`src/rtl/debounce_filter.sv`:
```
// debounce_filter: turns a raw, bouncing button level into a clean clk-synchronous level.
// Ports: clk (rising edge), rst_n (async active-low), btn_in (raw, async input),
//        btn_db (debounced level, registered), bouncing (a candidate change is being qualified),
//        long_press (btn_db held high for LONG_CYCLES edges).
// Optional feature: define DEBOUNCE_LONG_PRESS_EN to build the long-press hold counter;
//        without it long_press is tied to 0 and the port list does not change.
module debounce_filter #(
  parameter int STABLE_CYCLES = 1000000,
  parameter int LONG_CYCLES = 100000000,
  localparam int CNT_W = $clog2(STABLE_CYCLES + 1)
) (
  input  logic clk,
  input  logic rst_n,
  input  logic btn_in,
  output logic btn_db,
  output logic bouncing,
  output logic long_press
);
  typedef enum logic [1:0] {IDLE_LOW, WAIT_HIGH, IDLE_HIGH, WAIT_LOW} state_t;
  state_t state, state_n;
  logic sync_q1, sync_q2, db_n, last;
  logic [CNT_W-1:0] cnt, cnt_n;
  if (STABLE_CYCLES < 1 || LONG_CYCLES < 1) begin : g_bad_cfg
    $fatal(1, "debounce_filter: STABLE_CYCLES and LONG_CYCLES must be >= 1");
  end
  assign last = cnt == CNT_W'(STABLE_CYCLES - 1);
  always_ff @(posedge clk or negedge rst_n)
    if (!rst_n) begin
      sync_q1 <= 1'b0;
      sync_q2 <= 1'b0;
      state <= IDLE_LOW;
      cnt <= '0;
      btn_db <= 1'b0;
      bouncing <= 1'b0;
    end else begin
      sync_q1 <= btn_in;
      sync_q2 <= sync_q1;
      state <= state_n;
      cnt <= cnt_n;
      btn_db <= db_n;
      bouncing <= state_n == WAIT_HIGH || state_n == WAIT_LOW;
    end
  // The counter defaults to 0 so any exit from a WAIT state restarts qualification.
  always_comb begin
    state_n = state;
    cnt_n = '0;
    db_n = btn_db;
    case (state)
      IDLE_LOW:  if (sync_q2) state_n = WAIT_HIGH;
      WAIT_HIGH:
        if (!sync_q2) state_n = IDLE_LOW;
        else if (last) begin
          state_n = IDLE_HIGH;
          db_n = 1'b1;
        end else cnt_n = cnt + CNT_W'(1);
      IDLE_HIGH: if (!sync_q2) state_n = WAIT_LOW;
      WAIT_LOW:
        if (sync_q2) state_n = IDLE_HIGH;
        else if (last) begin
          state_n = IDLE_LOW;
          db_n = 1'b0;
        end else cnt_n = cnt + CNT_W'(1);
    endcase
  end
`ifdef DEBOUNCE_LONG_PRESS_EN
  localparam int HOLD_W = $clog2(LONG_CYCLES + 1);
  logic [HOLD_W-1:0] hold;
  logic lp;
  // Clearing on db_n makes long_press and the hold count drop on the same edge as btn_db.
  always_ff @(posedge clk or negedge rst_n)
    if (!rst_n) begin
      hold <= '0;
      lp <= 1'b0;
    end else if (!db_n) begin
      hold <= '0;
      lp <= 1'b0;
    end else begin
      if (btn_db && hold != HOLD_W'(LONG_CYCLES)) hold <= hold + HOLD_W'(1);
      if (btn_db && hold == HOLD_W'(LONG_CYCLES - 1)) lp <= 1'b1;
    end
  assign long_press = lp;
`else
  assign long_press = 1'b0;
`endif
endmodule

```
`config.mk`:
```
export PLATFORM = sky130hd
export DESIGN_NAME = debounce_filter
export DESIGN_NICKNAME = d
export VERILOG_FILES = /design/src/rtl/debounce_filter.sv
export SDC_FILE = /design/constraint.sdc
export NUM_CORES = 1
export LEC_CHECK = 0
export CAP_MARGIN = 10
export CORE_AREA = 3 3 70 46
export CTS_CLUSTER_SIZE = 10
export DETAILED_ROUTE_END_ITERATION = 6
export DIE_AREA = 0 0 73 49
export DONT_BUFFER_PORTS = 1
export SLEW_MARGIN = 20
export SYNTH_ARGS = -nofsm -noshare
export SYNTH_HDL_FRONTEND = slang
export SYNTH_SLANG_ARGS = --single-unit
export TNS_END_PERCENT = 30
```
`constraint.sdc`:
```
create_clock -name clk -period 1.8 [get_ports clk]
set_input_delay 0.27 -clock clk [delete_from_list [all_inputs] [get_ports clk]]
set_output_delay 0.27 -clock clk [all_outputs]
set_load 0.01 [all_outputs]
```
==> impl_metrics.yaml, run 1 <==
hold_path:
  end_of_the_worst_hold_path: "sync_q1$_DFF_PN0_"
  worst_hold_path_type: "primary input to flop"
  worst_hold_path.num_cells: 0
  worstHoldStart: "btn_in"
setup_path:
  reg2reg_depth: 5
  endpoint_kind: "flop"
  cp_max_fo: 5
  reg2reg_setup_slack_ps: 50
  reg2reg_from: "cnt[0]$_DFF_PN0_"
  critPathKind: "flop to flop"
  cp.required_ps: 2000
  r2r_end: "cnt[16]$_DFF_PN0_"
  timing.critical_path.from_type: "flop"
  signal_arrival_time_at_the_worst_endpoint_ps: 1950
clocking:
  cts-buffers-inserted: 3
  tritoncts_clock_tree: "done"
  clk_pin_slew_ps: 90
  clockBufferDepth: 2
  cts_root_buf: "sky130_fd_sc_hd__clkbuf_8"
  cts_sinks: 25
  clock_latency_ps: 260
  clock_tree.htree_level_count: 1
synth:
  syn-mean-instance-area_sq_um: 10.4
  synthesis.instances: 122
  yosysSeqAreaShare: 0.492
  mappedNetlistNets: 126
  ys.warnings.count: 0
  synth-seq-cells: 25
  netlist-cell-type-count: 34
  synth_cell_area_sq_mm: 0.00127
sta:
  postLayoutSetupSlackWorst_ps: 53.4
  slew_violations: 0
  final_hold_viol_count: 0
  finalHoldWorstSlack_ps: 29.8
  setup_violations: 0
  post-route-period-util: 0.970
  timing.clock.skew_ps: 4.41
  post_route_minimum_period_ps: 1750
  grt_setup_unrepaired: "true"
  maxClockFrequency_mhz: 573
grt:
  grt_pass1_vias: 930
  grt_first_pass_wirelength_um: 4600
  overflow_after_grt: 0
  use_met2: 0.227
  antenna_found_initial: 0
  top_usage_layer: "met1"
  globalRouteMet3Util: 0.0370
  met1_usage: 0.263
  maximum_number_of_pins_on_one_net_before_global_route_repair: 26
  grt_usage: 0.163
finish:
  flow.area_growth_from_synthesis_pct: 18.9
  layout_commonest_cell: "sky130_fd_sc_hd__dfrtp_1"
  final_layout_size_suffix_gt1_frac: 0.254
  post-route-cell-area_sq_mm: 0.00151
  finalNetCount: 147
  final_core_utilization: 0.596
  final_cell_mix: "sky130_fd_sc_hd__dfrtp_1, sky130_fd_sc_hd__buf_4, sky130_fd_sc_hd__nor2_1"
  antenna-diode-count: 0
  final.fill_count: 199
  post_layout_nonfiller_instances: 174
power:
  pwr_density_cell_mw_per_mm2: 623
  cellLeakagePower_nw: 0.625
  worst_ir_drop_vdd_uv: 505
drt:
  antenna_violating_nets_post_route: 0
  firstDrtPassIters: 4
  route.detailed.wl_per_inst_um: 15.1
  vias_per_cell: 5.56
  drc: 0
  detailroute.via_count: 967
  detail_route.iter0.violations: 85
  drt_wl_total_um: 2630
placement:
  placedInstanceArea_sq_mm: 0.00140
  post-dp-hpwl_um: 1930
  post-place-cells: 165
  gp_routability_congestion: 0.861
  buffer_ports.inserted: 0
  dp_slack_ps: 4.21
status:
  run_status: "complete, no violations"
floorplan:
  boundaryPins: 6
  die-width_um: 73
  placement_rows: 14
  start_util: 0.501
  die_area_sq_mm: 0.00358
  floorplan.core_area_sq_mm: 0.00254
  die_h_um: 49
run:
  timing.max_cap.violations: 0
## worst max-delay path by stage
stage,startpoint,slack (ps),end
floorplan,cnt[10]$_DFF_PN0_,60,cnt[12]$_DFF_PN0_
global placement,cnt[11]$_DFF_PN0_,60,state[1]$_DFF_PN0_
detailed placement,cnt[11]$_DFF_PN0_,4,cnt[19]$_DFF_PN0_
CTS,cnt[11]$_DFF_PN0_,2,cnt[16]$_DFF_PN0_
global route,cnt[11]$_DFF_PN0_,-30,state[1]$_DFF_PN0_
finish,cnt[0]$_DFF_PN0_,50,cnt[16]$_DFF_PN0_
## layout make-up
| cell class | instances | area (sq um) | share of cell area |
|---|---|---|---|
| clock inverters | 1 | 5.00 | 0.00331 |
| inverters | 3 | 11.3 | 0.00744 |
| multi-input cells | 89 | 604 | 0.400 |
| flip-flops and latches | 25 | 626 | 0.414 |
| well taps | 32 | 40.0 | 0.0265 |
| clock buffers | 3 | 41.3 | 0.0273 |
| repair buffers | 21 | 185 | 0.122 |
## Yosys cell counts
master	number	area [sq um]
sky130_fd_sc_hd__dfrtp_1	25	626
sky130_fd_sc_hd__nor2_1	16	60.1
sky130_fd_sc_hd__nand3_1	10	50.1
sky130_fd_sc_hd__xnor2_1	7	61.3
sky130_fd_sc_hd__xor2_1	7	61.3
sky130_fd_sc_hd__nand4_1	5	31.3
sky130_fd_sc_hd__and2_1	4	25.0
sky130_fd_sc_hd__a21oi_1	3	15.0
sky130_fd_sc_hd__buf_4	3	22.5
sky130_fd_sc_hd__inv_1	3	11.3
sky130_fd_sc_hd__nand2_1	3	11.3
sky130_fd_sc_hd__nand4b_1	3	26.3
sky130_fd_sc_hd__nor3_1	3	15.0
sky130_fd_sc_hd__o21ai_0	3	15.0
sky130_fd_sc_hd__or3_1	3	18.8
sky130_fd_sc_hd__or4_1	3	22.5
sky130_fd_sc_hd__a21oi_2	2	17.5
sky130_fd_sc_hd__buf_6	2	22.5
sky130_fd_sc_hd__o31ai_1	2	15.0
sky130_fd_sc_hd__a21bo_2	1	10.0
sky130_fd_sc_hd__a2bb2oi_1	1	8.76
sky130_fd_sc_hd__a41oi_1	1	8.76
sky130_fd_sc_hd__and2_2	1	7.51
sky130_fd_sc_hd__and3_1	1	6.26
sky130_fd_sc_hd__and4_1	1	8.76
sky130_fd_sc_hd__and4_2	1	10.0
sky130_fd_sc_hd__conb_1	1	3.75
sky130_fd_sc_hd__ha_1	1	12.5
sky130_fd_sc_hd__mux2_1	1	11.3
sky130_fd_sc_hd__nand4_2	1	12.5
sky130_fd_sc_hd__nor4_1	1	6.26
sky130_fd_sc_hd__nor4_4	1	21.3
sky130_fd_sc_hd__or2_1	1	6.26
sky130_fd_sc_hd__or4_4	1	11.3
## registers in the layout (all words and copies together), names as in the netlist
name and count:
bouncing 1, btn_db 1, cnt 20, state 1
sync_q1 1, sync_q2 1
## cells by family after synthesis
family / count (synthesis) / share of synthesized area
AND/OR/NAND/NOR: 59 / 0.275
buffers and inverters: 8 / 0.0442
AO/OA/AOI/OAI: 13 / 0.0708
other: 1 / 0.00295
adder cells (fa/ha/maj): 1 / 0.00983
multiplexers: 1 / 0.00885
flip-flops: 25 / 0.492
XOR/XNOR: 14 / 0.0964
## stage by stage
step | setup TNS [ps] | power (mW)
floorplan | 0 | 0.602
detailed placement | 0 | 0.611
global placement | 0 | 0.610
CTS | 0 | 0.956
global route | -49.0 | 0.990
finish | 0 | 0.943
## repair_timing
action	in CTS	in global routing
gates resized for setup	1	3
hold endpoints to repair	25	0
setup buffers	0	3
pin swaps	0	1
setup endpoints to repair	1	5
hold buffers	2	0
## where the power goes
group | total (mW) | switching [mW] | internal, mW
clock network | 0.326 | 0.171 | 0.155
registers | 0.571 | 0.00493 | 0.567
logic | 0.0456 | 0.0259 | 0.0197
total | 0.943 | 0.202 | 0.741
## critical path: stages, from the launching register on
cell and delay, ps:
sky130_fd_sc_hd__dfrtp_1 370, sky130_fd_sc_hd__ha_2 200, sky130_fd_sc_hd__nand4_1 110, sky130_fd_sc_hd__or4_4 540, sky130_fd_sc_hd__or3_1 340, sky130_fd_sc_hd__a21oi_2 130
## layer usage
metal | up-vias | share of wire
met5 | - | 0
met1 | 469 | 0.50
met4 | 0 | 0.0042
met2 | 26 | 0.43
met3 | 2 | 0.068
li1 | 470 | -
Power figures use the tool's default switching activity.
==> run 2, diff against run 1 <==
RECOVER_POWER = 25   (was not set)
==> run 2 against run 1 <==
  * Clock skew unchanged
  * Count of clock-buffer cells in the layout stayed put
  * Non-clock buffer count unchanged
  * Cell area decreased by 0.50%
  * Sequential cell count unchanged
  * Hold slack unchanged
  * Sequential power hardly changed
  * Clock power is essentially flat
  * Largest cell class unchanged
  * Largest power group unchanged
  * Highest routed layer unchanged
==> impl_metrics.yaml, run 2 (synthesis gave the netlist of run 1 again) <==
drt:
  detailroute.via_count: 966
  firstDrtPassIters: 4
  drt_wl_total_um: 2630
  drc: 0
  detail_route.iter0.violations: 85
  vias_per_cell: 5.55
  antenna_violating_nets_post_route: 0
  route.detailed.wl_per_inst_um: 15.1
floorplan:
  die_h_um: 49
  placement_rows: 14
  die-width_um: 73
  die_area_sq_mm: 0.00358
  boundaryPins: 6
  start_util: 0.501
  floorplan.core_area_sq_mm: 0.00254
placement:
  gp_routability_congestion: 0.861
  dp_slack_ps: 4.21
  post-dp-hpwl_um: 1930
  buffer_ports.inserted: 0
power:
  cellLeakagePower_nw: 0.629
  power.share.sequential: 0.608
  clock_power_share: 0.347
  power.combinational.fraction: 0.045
  worst_ir_drop_vdd_uv: 505
  netSwitchingFraction: 0.214
  pwr_density_cell_mw_per_mm2: 624
  internal_power_uw: 738
  total_switching_power_uw: 201
setup_path:
  timing.critical_path.from_type: "flop"
  endpoint_kind: "flop"
  critPathKind: "flop to flop"
  signal_arrival_time_at_the_worst_endpoint_ps: 1950
  cp_max_fo: 5
  cp.required_ps: 2000
grt:
  grt_first_pass_wirelength_um: 4600
  overflow_after_grt: 0
  grt_usage: 0.163
  antenna_found_initial: 0
  maximum_number_of_pins_on_one_net_before_global_route_repair: 26
  grt_pass1_vias: 930
sta:
  maxClockFrequency_mhz: 573
  post_route_minimum_period_ps: 1750
  setup_violations: 0
  worst_slew_margin_rel: 0.251
  post-route-period-util: 0.970
  worst_pin_slew_ps: 1120
  postLayoutSetupSlackWorst_ps: 53.4
  finalHoldWorstSlack_ps: 29.8
  timing.clock.skew_ps: 4.41
  grt_setup_unrepaired: "true"
  final_hold_viol_count: 0
  slew_violations: 0
run:
  timing.max_cap.violations: 0
finish:
  largest_register_ffs: 20
  final_cell_mix: "sky130_fd_sc_hd__dfrtp_1, sky130_fd_sc_hd__buf_4, sky130_fd_sc_hd__nor2_1"
  finalNetCount: 147
  layout_commonest_cell: "sky130_fd_sc_hd__dfrtp_1"
  final_layout_size_suffix_gt1_frac: 0.246
  largest-register: "cnt"
  antenna-diode-count: 0
  final.fill_count: 201
  flow.area_growth_from_synthesis_pct: 18.3
clocking:
  clockBufferDepth: 2
  clock_tree.htree_level_count: 1
  cts_sinks: 25
  cts-buffers-inserted: 3
  cts_root_buf: "sky130_fd_sc_hd__clkbuf_8"
  clk_pin_slew_ps: 90
  clock_latency_ps: 260
  tritoncts_clock_tree: "done"
status:
  run_status: "complete, no violations"
hold_path:
  worst_hold_path_type: "primary input to flop"
==> run 2: cell count changes in the layout (fill, tap and decap cells not counted), sizes merged <==
cell / delta
dlymetal6s4s: +1
buf: -1
==> run 2: path summary, 6_finish.rpt <==
kind | depth (start not counted) | slack [ps] | end | startpoint
worst max-delay path | 5 | 50 | cnt[16]$_DFF_PN0_ | cnt[0]$_DFF_PN0_
worst min-delay path | 0 | 30 | sync_q1$_DFF_PN0_ | btn_in
worst max register to register | 5 | 50 | cnt[16]$_DFF_PN0_ | cnt[0]$_DFF_PN0_
worst min register to register | 0 | 350 | sync_q2$_DFF_PN0_ | sync_q1$_DFF_PN0_
max in group asynchronous | 2 | 290 | cnt[1]$_DFF_PN0_ | rst_n
min in group asynchronous | 2 | 830 | cnt[19]$_DFF_PN0_ | rst_n
==> run 2: critical path, cell delays in order (launching register included) <==
cell and delay (ps):
sky130_fd_sc_hd__dfrtp_1 370, sky130_fd_sc_hd__ha_2 200, sky130_fd_sc_hd__nand4_1 110, sky130_fd_sc_hd__or4_4 540, sky130_fd_sc_hd__or3_1 340, sky130_fd_sc_hd__a21oi_2 130
==> run 2: power groups by stage <==
stage | Sequential [mW] | Clock, mW | Combinational, mW
3_5_place_dp | 0.583 | 0 | 0.0279
4_1_cts | 0.572 | 0.338 | 0.0464
3_3_place_gp | 0.582 | 0 | 0.0274
2_1_floorplan | 0.582 | 0 | 0.0193
6_report | 0.571 | 0.326 | 0.0423
5_1_grt | 0.572 | 0.367 | 0.0474
==> run 2: stage by stage <==
step	area (sq um)	power (mW)	instances	setup TNS [ps]	util
after CTS	1480	0.956	171	0	0.582
after floorplan	1270	0.602	122	0	-
after detailed placement	1400	0.611	165	0	0.551
final	1510	0.939	174	0	0.593
after global routing	1510	0.987	174	-49.0	0.593
after global placement	1400	0.610	165	0	0.551
==> run 2: repair_timing <==
item                                    CTS  global route
pin swaps                                 0             1
gates resized for setup                   1             3
hold buffers                              2             0
buffers inserted                          0             3
endpoints found under the setup margin    1             5
endpoints found under the hold margin    25             0
==> run 2: layer usage <==
metal | global-route usage | up-vias | wire length (um)
met5 | 0 | - | 0
met4 | 0.0123 | 0 | 11
met3 | 0.0370 | 2 | 179
met2 | 0.227 | 26 | 1130
met1 | 0.263 | 468 | 1310
li1 | - | 470 | -
==> run 2: final cells by class <==
type | instances | area, sq um | share of cell area
sequential | 25 | 626 | 0.416
inverter | 3 | 11.3 | 0.00748
tap | 32 | 40.0 | 0.0266
multi-input combinational | 89 | 604 | 0.401
clock inverter | 1 | 5.00 | 0.00333
timing repair buffer | 21 | 178 | 0.118
clock buffer | 3 | 41.3 | 0.0274
